## src/rtl/actl_argmax_tracker.sv

```systemverilog
// actl_argmax_tracker: streams P signed activations, N per beat, and reports the
// index of the largest one, both as a binary index and as a one-hot vector.
// The earliest neuron wins ties.
// Optional feature macro ACCURACY_COUNT_EN: when it is defined, the block tracks
// the ideal index from ans_in and drives correct and correct_count. When it is
// not defined, both of those outputs are tied to 0 and ans_in is ignored.
//
// state  | meaning
// IDLE   | no beat of the current sample accepted yet (beat_cnt = 0)
// ACCUM  | part of the sample accepted (0 < beat_cnt < P/N)
// REPORT | one cycle: result registers updated, pred_valid high, in_ready low
module actl_argmax_tracker #(
  parameter int width = 10,
  parameter int N     = 4,
  parameter int P     = 64,
  parameter int CW    = 16,
  localparam int IW    = (P > 1) ? $clog2(P) : 1,
  localparam int BEATS = P / N,
  localparam int BW    = (BEATS > 1) ? $clog2(BEATS) : 1,
  localparam int LW    = (N > 1) ? $clog2(N) : 1
) (
  input  logic                 clk,
  input  logic                 reset,
  input  logic                 clear,
  input  logic                 in_valid,
  output logic                 in_ready,
  input  logic [width*N-1:0]   act_in,
  input  logic [N-1:0]         ans_in,
  output logic                 pred_valid,
  output logic [IW-1:0]        pred_idx,
  output logic [P-1:0]         pred_alln,
  output logic                 correct,
  output logic [CW-1:0]        sample_count,
  output logic [CW-1:0]        correct_count
);

  typedef enum logic [1:0] {S_IDLE, S_ACCUM, S_REPORT} state_t;

  localparam logic signed [width-1:0] MOST_NEG = {1'b1, {(width-1){1'b0}}};

  state_t                   state;
  logic [BW-1:0]            beat_cnt;
  logic signed [width-1:0]  run_max;
  logic [IW-1:0]            run_idx;

  logic signed [width-1:0]  bmax;
  logic [LW-1:0]            blane;
  logic [IW-1:0]            cand_idx;
  logic signed [width-1:0]  nxt_max;
  logic [IW-1:0]            nxt_idx;
  logic                     accept;
  logic                     last;

  assign in_ready = (state != S_REPORT);
  assign accept   = in_valid && in_ready && !clear;
  assign last     = accept && (beat_cnt == BW'(BEATS - 1));

  // Largest lane of this beat; a strict compare keeps the lowest lane on ties.
  always_comb begin
    bmax  = $signed(act_in[width-1:0]);
    blane = '0;
    for (int k = 1; k < N; k++) begin
      if ($signed(act_in[width*k +: width]) > bmax) begin
        bmax  = $signed(act_in[width*k +: width]);
        blane = LW'(k);
      end
    end
    cand_idx = IW'(32'(beat_cnt) * N + 32'(blane));
    if (bmax > run_max) begin
      nxt_max = bmax;
      nxt_idx = cand_idx;
    end else begin
      nxt_max = run_max;
      nxt_idx = run_idx;
    end
  end

  // Sequencing FSM with the running maximum and the registered prediction outputs.
  always_ff @(posedge clk or negedge reset) begin
    if (!reset) begin
      state        <= S_IDLE;
      beat_cnt     <= '0;
      run_max      <= MOST_NEG;
      run_idx      <= '0;
      pred_valid   <= 1'b0;
      pred_idx     <= '0;
      pred_alln    <= '0;
      sample_count <= '0;
    end else if (clear) begin
      state      <= S_IDLE;
      beat_cnt   <= '0;
      run_max    <= MOST_NEG;
      run_idx    <= '0;
      pred_valid <= 1'b0;
    end else begin
      pred_valid <= 1'b0;
      case (state)
        S_REPORT: state <= S_IDLE;
        default: begin
          if (last) begin
            state      <= S_REPORT;
            beat_cnt   <= '0;
            run_max    <= MOST_NEG;
            run_idx    <= '0;
            pred_valid <= 1'b1;
            pred_idx   <= nxt_idx;
            pred_alln  <= P'(1) << nxt_idx;
            if (sample_count != {CW{1'b1}})
              sample_count <= sample_count + CW'(1);
          end else if (accept) begin
            state    <= S_ACCUM;
            beat_cnt <= beat_cnt + BW'(1);
            run_max  <= nxt_max;
            run_idx  <= nxt_idx;
          end
        end
      endcase
    end
  end

`ifdef ACCURACY_COUNT_EN
  logic          ideal_found;
  logic [IW-1:0] ideal_idx;
  logic [LW-1:0] alane;
  logic [IW-1:0] ans_idx;
  logic          fin_found;
  logic [IW-1:0] fin_idx;

  // Lowest set ideal bit of this beat, merged with what earlier beats captured.
  always_comb begin
    alane = '0;
    for (int k = N - 1; k >= 0; k--) begin
      if (ans_in[k]) alane = LW'(k);
    end
    ans_idx   = IW'(32'(beat_cnt) * N + 32'(alane));
    fin_found = ideal_found || (|ans_in);
    fin_idx   = ideal_found ? ideal_idx : ans_idx;
  end

  // Ideal index capture plus the accuracy outputs, which update on the REPORT entry edge.
  always_ff @(posedge clk or negedge reset) begin
    if (!reset) begin
      ideal_found   <= 1'b0;
      ideal_idx     <= '0;
      correct       <= 1'b0;
      correct_count <= '0;
    end else if (clear) begin
      ideal_found <= 1'b0;
      ideal_idx   <= '0;
    end else if (last) begin
      ideal_found <= 1'b0;
      ideal_idx   <= '0;
      correct     <= fin_found && (fin_idx == nxt_idx);
      if (fin_found && (fin_idx == nxt_idx) && (correct_count != {CW{1'b1}}))
        correct_count <= correct_count + CW'(1);
    end else if (accept) begin
      ideal_found <= fin_found;
      ideal_idx   <= fin_idx;
    end
  end
`else
  logic unused_ans;
  assign unused_ans    = ^ans_in;
  assign correct       = 1'b0;
  assign correct_count = '0;
`endif

endmodule

```

## config.mk

```make
export PLATFORM = sky130hd
export DESIGN_NAME = actl_argmax_tracker
export DESIGN_NICKNAME = d
export VERILOG_FILES = /design/src/rtl/actl_argmax_tracker.sv
export SDC_FILE = /design/constraint.sdc
export NUM_CORES = 1
export LEC_CHECK = 0
export BUFFER_PORTS_ARGS = -buffer_cell sky130_fd_sc_hd__buf_2
export CAP_MARGIN = 5
export CORE_MARGIN = 2
export CORE_UTILIZATION = 31
export CTS_CLUSTER_DIAMETER = 80
export DETAILED_ROUTE_END_ITERATION = 10
export GPL_ROUTABILITY_DRIVEN = 0
export PLACE_DENSITY = 0.57
export SYNTH_ARGS = -nofsm -noshare
export SYNTH_HDL_FRONTEND = slang
export SYNTH_SLANG_ARGS = --single-unit
```

## constraint.sdc

```tcl
create_clock -name clk -period 3.3 [get_ports clk]
set_clock_uncertainty 0.2 [all_clocks]
set_input_delay 0.165 -clock clk [delete_from_list [all_inputs] [get_ports clk]]
set_output_delay 0.165 -clock clk [all_outputs]
set_load 0.02 [all_outputs]
```

# [After elaboration in Yosys (flattened, before gate mapping)]
# Index checks and enable logic that the tools add are counted.
# Widths: inputs -> output; s select.
[classes] add_sub_neg=3 shifts=1 div_mod_pow=0 n_mux=27 order_cmp=4 eq_ne=5 mul=0 n_reduce_logical=11 bitwise=2
[ops] op="$mux 10" n=8
[ops] op="$shl 1x6->64 const A" n=1
[ops] op="$gt 10x10->1" n=4
[ops] op="$mux 6" n=5
[ops] op="$add 16x1->16 const B" n=1
[ops] op="$mux 4" n=4
[ops] op="$ne 16x16->1 const B" n=1
[ops] op="$mux 2" n=6
[ops] op="$add 6x2->6" n=1
[ops] op="$reduce_and 3->1" n=2
[ops] op="$reduce_bool 3->1" n=2
[ops] op="$add 4x1->4 const B" n=1
[ops] op="$eq 4x4->1 const B" n=1
[ops] op="$mux 1" n=4
[ops] op="$ne 2x2->1 const B" n=2
[ops] op="$reduce_and 4->1" n=1
[ops] op="$reduce_bool 4->1" n=1
[ops] op="$logic_and 1x1->1" n=3
[ops] op="$eq 2x2->1 const B" n=1
[ops] op="$not 1->1" n=2
[ops] op="$reduce_and 2->1" n=1
[ops] op="$logic_not 1->1" n=1
[totals] n_memories=0 latchBits=0 ff_bits=109 mem_bits_rw=0 elab_cells=61 rom_bits=0

# [Longest topological paths before layout]
[depth] depth_word=12 depth_mapped=37 ltp_nobuf=31

# [Worst setup path after synthesis]
# No wires, ideal clock.
[synth_timing] path_kind="in2reg" start="input act_in[9]" end="register run_idx[5]" setup_slack_ns=-4.264 path_buffers=7 cell_stages=35 t_arrival_ns=7.243 required_ns=2.979 cell_sequence="inv_1 ha_1 inv_1 nor4_1 a221o_1 and2_1 clkbuf_1 buf_1 a21oi_1 ha_1 a21o_1 a221oi_1 a311o_1 clkbuf_1 clkbuf_1 o21ai_0 ha_1 nand4_1 nor3_1 a221oi_1 a311o_1 clkbuf_1 o21ai_0 a21oi_1 nand2b_1 ha_1 buf_6 nand4_4 a211o_1 o2111a_4 a211o_1 a21oi_1 nor2_1 buf_2 a22o_1"
[synth_via] elab_chain_len=12 word_cells_on_any_way=16 cone_classes="1 x add/sub; 4 x order compare; 11 x mux"
[synth_lines] element="start: declaration" line_no="27" rtl="input logic [width*N-1:0] act_in,"
[synth_lines] element="$gt 10x10->1" line_no="63" rtl="if ($signed(act_in[width*k +: width]) > bmax) begin"
[synth_lines] element="$mux 10" line_no="63"
[synth_lines] element="$gt 10x10->1" line_no="63"
[synth_lines] element="$mux 10" line_no="63"
[synth_lines] element="$gt 10x10->1" line_no="63"
[synth_lines] element="$mux 10 or $mux 2 (tied branches)" line_no="63"
[synth_lines] element="$gt 10x10->1 or $add 6x2->6 (tied branches)" line_no="69, 68"
[synth_lines] element="$mux 6 (*)" line_no="69" rtl="if (bmax > run_max) begin"
[synth_lines] element="$mux 6 (*)" line_no="110" rtl="end else if (accept) begin"
[synth_lines] element="$mux 6 (*)" line_no="100" rtl="if (last) begin"
[synth_lines] element="$mux 6 (*)" line_no="97" rtl="case (state)"
[synth_lines] element="$mux 6 (*)" line_no="89" rtl="end else if (clear) begin"
[synth_lines] element="end signal: assignment" line_no="114" rtl="run_idx <= nxt_idx;"
[synth_lines] element="end: declaration" line_no="44" rtl="logic [IW-1:0] run_idx;"
# Mark *: on every way between the ends. The rest lies on a longest branch, timed or not. The select of a mux whose other input is x is not followed.
# A chain may end at the register's enable or synchronous reset.

# [Final worst setup path]
[layout_timing] start="input act_in[4]" end="register pred_alln[27]"
[layout_via] elab_chain_len=9 word_cells_on_any_way=13 cone_classes="1 x add/sub; 4 x order compare; 1 x shift; 7 x mux"
[layout_lines] element="$gt 10x10->1" line_no="63"
[layout_lines] element="$mux 10" line_no="63"
[layout_lines] element="$gt 10x10->1" line_no="63"
[layout_lines] element="$mux 10" line_no="63"
[layout_lines] element="$gt 10x10->1" line_no="63"
[layout_lines] element="$mux 10 or $mux 2 (tied branches)" line_no="63"
[layout_lines] element="$gt 10x10->1 or $add 6x2->6 (tied branches)" line_no="69, 68"
[layout_lines] element="$mux 6 (*)" line_no="69"
[layout_lines] element="$shl 1x6->64 (*)" line_no="107" rtl="pred_alln <= P'(1) << nxt_idx;"
[layout_lines] element="end signal: assignment" line_no="107"
[layout_lines] element="end: declaration" line_no="31" rtl="output logic [P-1:0] pred_alln,"
# Mark *: on every way between the ends. The rest lies on a longest branch, timed or not.

==> results.toml <==
[setup_path]
crit_path_max_incr_delay_ns = 0.41
crit_top_cell = "buf_6"
critPathRequiredTime_ns = 3.34
r2r_slack_ns = 0.53
critical_path.max_fanout = 7
slowest_stage = "a311o_2"
startpoint_type = "primary input"
timing.critical_path.arrival_ns = 6.49
endpoint_kind = "flip-flop"
path_class = "primary input to flip-flop"
rr_startpoint = "run_max[9]"
r2r_end = "pred_alln[27]"
critPathLaunch = "act_in[4]"
r2r_cells = 12
critPathCapture = "pred_alln[27]"

[yosys]
synth_top_area_share_pct = 43.3
netlist_area_sq_mm = 0.00624
post-synth-top-count-cell = "dfrtp_1"
yosys_warnings = 0
synth_seq_cells = 109
ys_async_sr_fraction_pct = 100
synth_cells = 663
syn_area_per_cell_sq_um = 9.42
synth_ff_type = "dfrtp_1"
synth.distinct_cells = 62
synth-edff-count = 0
synth_commonest_cells = "dfrtp_1, nand2_1, o21ai_0, ha_1, a21oi_1"
synthTopCellsByArea = "dfrtp_1, ha_1, nand2_1, a22o_1, o21ai_0"
ys_seq_area_share_pct = 43.7
yosysTopAreaCell = "dfrtp_1"

[routing]
remaining_drc_errors = 0
drt_iter0_drc = 266
final_antenna_net_count = 0
dr.pass1.iters = 4
wl_mm = 19.4
via_per_inst = 4.94
num_vias = 5917
routedWlPerCell_microns = 16.2

[grt]
grt_pass1_wl_mm = 29.6
antenna_found_initial = 0
grtUsageTotal_pct = 17.0
grt_max_degree = 51
gr-total-overflow = 0
grt_pass1_vias = 5648

[die]
die_w_microns = 146
floorplan.initialDensity_pct = 31.9
core_area_sq_mm = 0.0196
row_count = 51
dieHeight_microns = 146
die_area_sq_mm = 0.0213
io_pins = 153

[cts]
cts_buffers = 9
cts_buffer_depth = 2
clockRootBuffer = "clkbuf_16"
clock_latency_ns = 0.36
clk_pin_slew_ns = 0.07
cts.sinks = 109
htreeDepth = 3
cts_tree = "yes"

[flow_run]
cap_viol_max_count = 0

[timing]
setup_slack_ns = -3.15
finalCriticalPeriod_ns = 6.45
hold_viol = 0
setup-violations-final = 86
relSlewSlack_pct = 43.5
drv_slew = 0
worst_pin_slew_ns = 0.844
rsz0062_at_grt = "yes"
fin_crit_sh_pct = 196
fmax_ghz = 0.155
hold_ws_ns = 0.0856

[status]
violations = "negative setup slack"
status = "complete, but fails checks"

[pwr]
p_leak_nw = 4.61
ir_worst_vdd_mv = 0.326
power_density_mw_per_mm2 = 542
power.total_mw = 5.22

[cells_and_area]
syn_to_final_growth_pct = 54.0
n_antenna_cell = 0
nets = 1018
finish.utilization_pct = 49.1
fin_area_sq_mm = 0.00962
drive_above_1_share_pct = 48.0

[placement]
place_area_sq_mm = 0.00814
io_buffers = 131
dp_hpwl_mm = 13.9
pre_cts_slack_ns = -3.89

[worst_hold_path]
hold_class = "primary input to flip-flop"
## where the power goes
part,switching [mW],internal [mW],leakage (nW)
logic,1.41,1.26,2.98
registers,0.0740,1.40,1.50
clock network,0.540,0.530,0.136
## logic make-up after synthesis
logic type,share of synthesized area (%)
compound gates,22.9
xor+xnor,2.24
fa+ha+maj,8.42
buf+inv,6.75
flops,43.7
mux,0.561
other cells,0.0601
simple gates,15.3
## registers in the layout, summed over array words and instances, names as in the netlist
| signal | cells |
|---|---|
| pred_idx | 6 |
| pred_valid | 1 |
| pred_alln | 64 |
| sample_count | 16 |
| beat_cnt | 4 |
| run_max | 10 |
| state | 2 |
| run_idx | 6 |
## cell type report
cell class | count | area [sq um]
Clock inverter | 7 | 63.8
Sequential cell | 109 | 2730
Fill cell | 1830 | 9970
Multi-Input combinational cell | 486 | 4040
Timing Repair Buffer | 286 | 2060
Inverter | 36 | 168
Clock buffer | 9 | 225
Tap cell | 265 | 332
## per-stage QoR
step / TNS (ns) / std cells
3_3_place_gp: -323.98 / 1148
4_1_cts: -252.95 / 1169
6_report: -261.49 / 1198
3_5_place_dp: -324.82 / 1148
5_1_grt: -288.20 / 1198
2_1_floorplan: -279.37 / 679
## worst min path at each step
stage                     startpoint  cells past startpoint  slack, ns            end
final                     act_in[30]                      4       0.09     run_max[0]
after global routing      act_in[30]                      4       0.11     run_max[0]
after CTS                 act_in[30]                      4       0.08     run_max[0]
after detailed placement       reset                      1       0.03  pred_alln[46]
after global placement         reset                      1       0.04  pred_alln[42]
after floorplan                reset                      0      -0.33    beat_cnt[0]
## worst max-delay path: cells and delay by family
kind	cells	cell delay, ns
AND/OR/NAND/NOR	6	0.82
adder cells (fa/ha/maj)	4	1.08
buffers and inverters	12	1.66
AO/OA/AOI/OAI	16	2.75
## per-layer routing
metal | up-vias | GRT usage [%] | part of all wire [%]
met5 | - | 0 | 0
met4 | 0 | 4.22 | 1.1
met3 | 18 | 2.60 | 3.8
met2 | 148 | 27.6 | 49
met1 | 2860 | 23.8 | 46
li1 | 2891 | - | -
## placed cells by master (no fill, tap or decap), types with 5 or more instances in the layout
cell type,netlist,routed
dfrtp_1,108,108
nand2_1,96,81
buf_6,2,27
nor2_1,34,31
o31ai_2,0,6
clkbuf_16,0,11
conb_1,1,17
a22oi_2,0,6
a22o_1,30,30
nand4_1,10,10
ha_1,42,30
nand2_2,2,11
buf_2,10,118
nand3_1,13,13
o21ai_2,0,27
o211ai_1,6,6
xnor2_1,8,8
o21ai_1,8,20
nand2b_1,7,7
a21oi_2,0,15
buf_4,17,129
nand2_4,0,5
o21bai_1,8,8
xor2_1,8,8
nor2b_1,6,6
inv_1,36,25
o21ai_0,51,9
a21oi_4,1,6
a21oi_1,37,17
ha_4,0,12
a211oi_4,1,6
## what timing repair did
| item | CTS | global route |
|---|---|---|
| pin swaps | 14 | 63 |
| gates resized for setup | 41 | 162 |
| endpoints found under the setup margin | 86 | 86 |
| gates cloned | 1 | 9 |
| setup buffers | 0 | 22 |
| hold buffers | 4 | 0 |
| endpoints found under the hold margin | 50 | 0 |
Power figures use the tool's default switching activity.
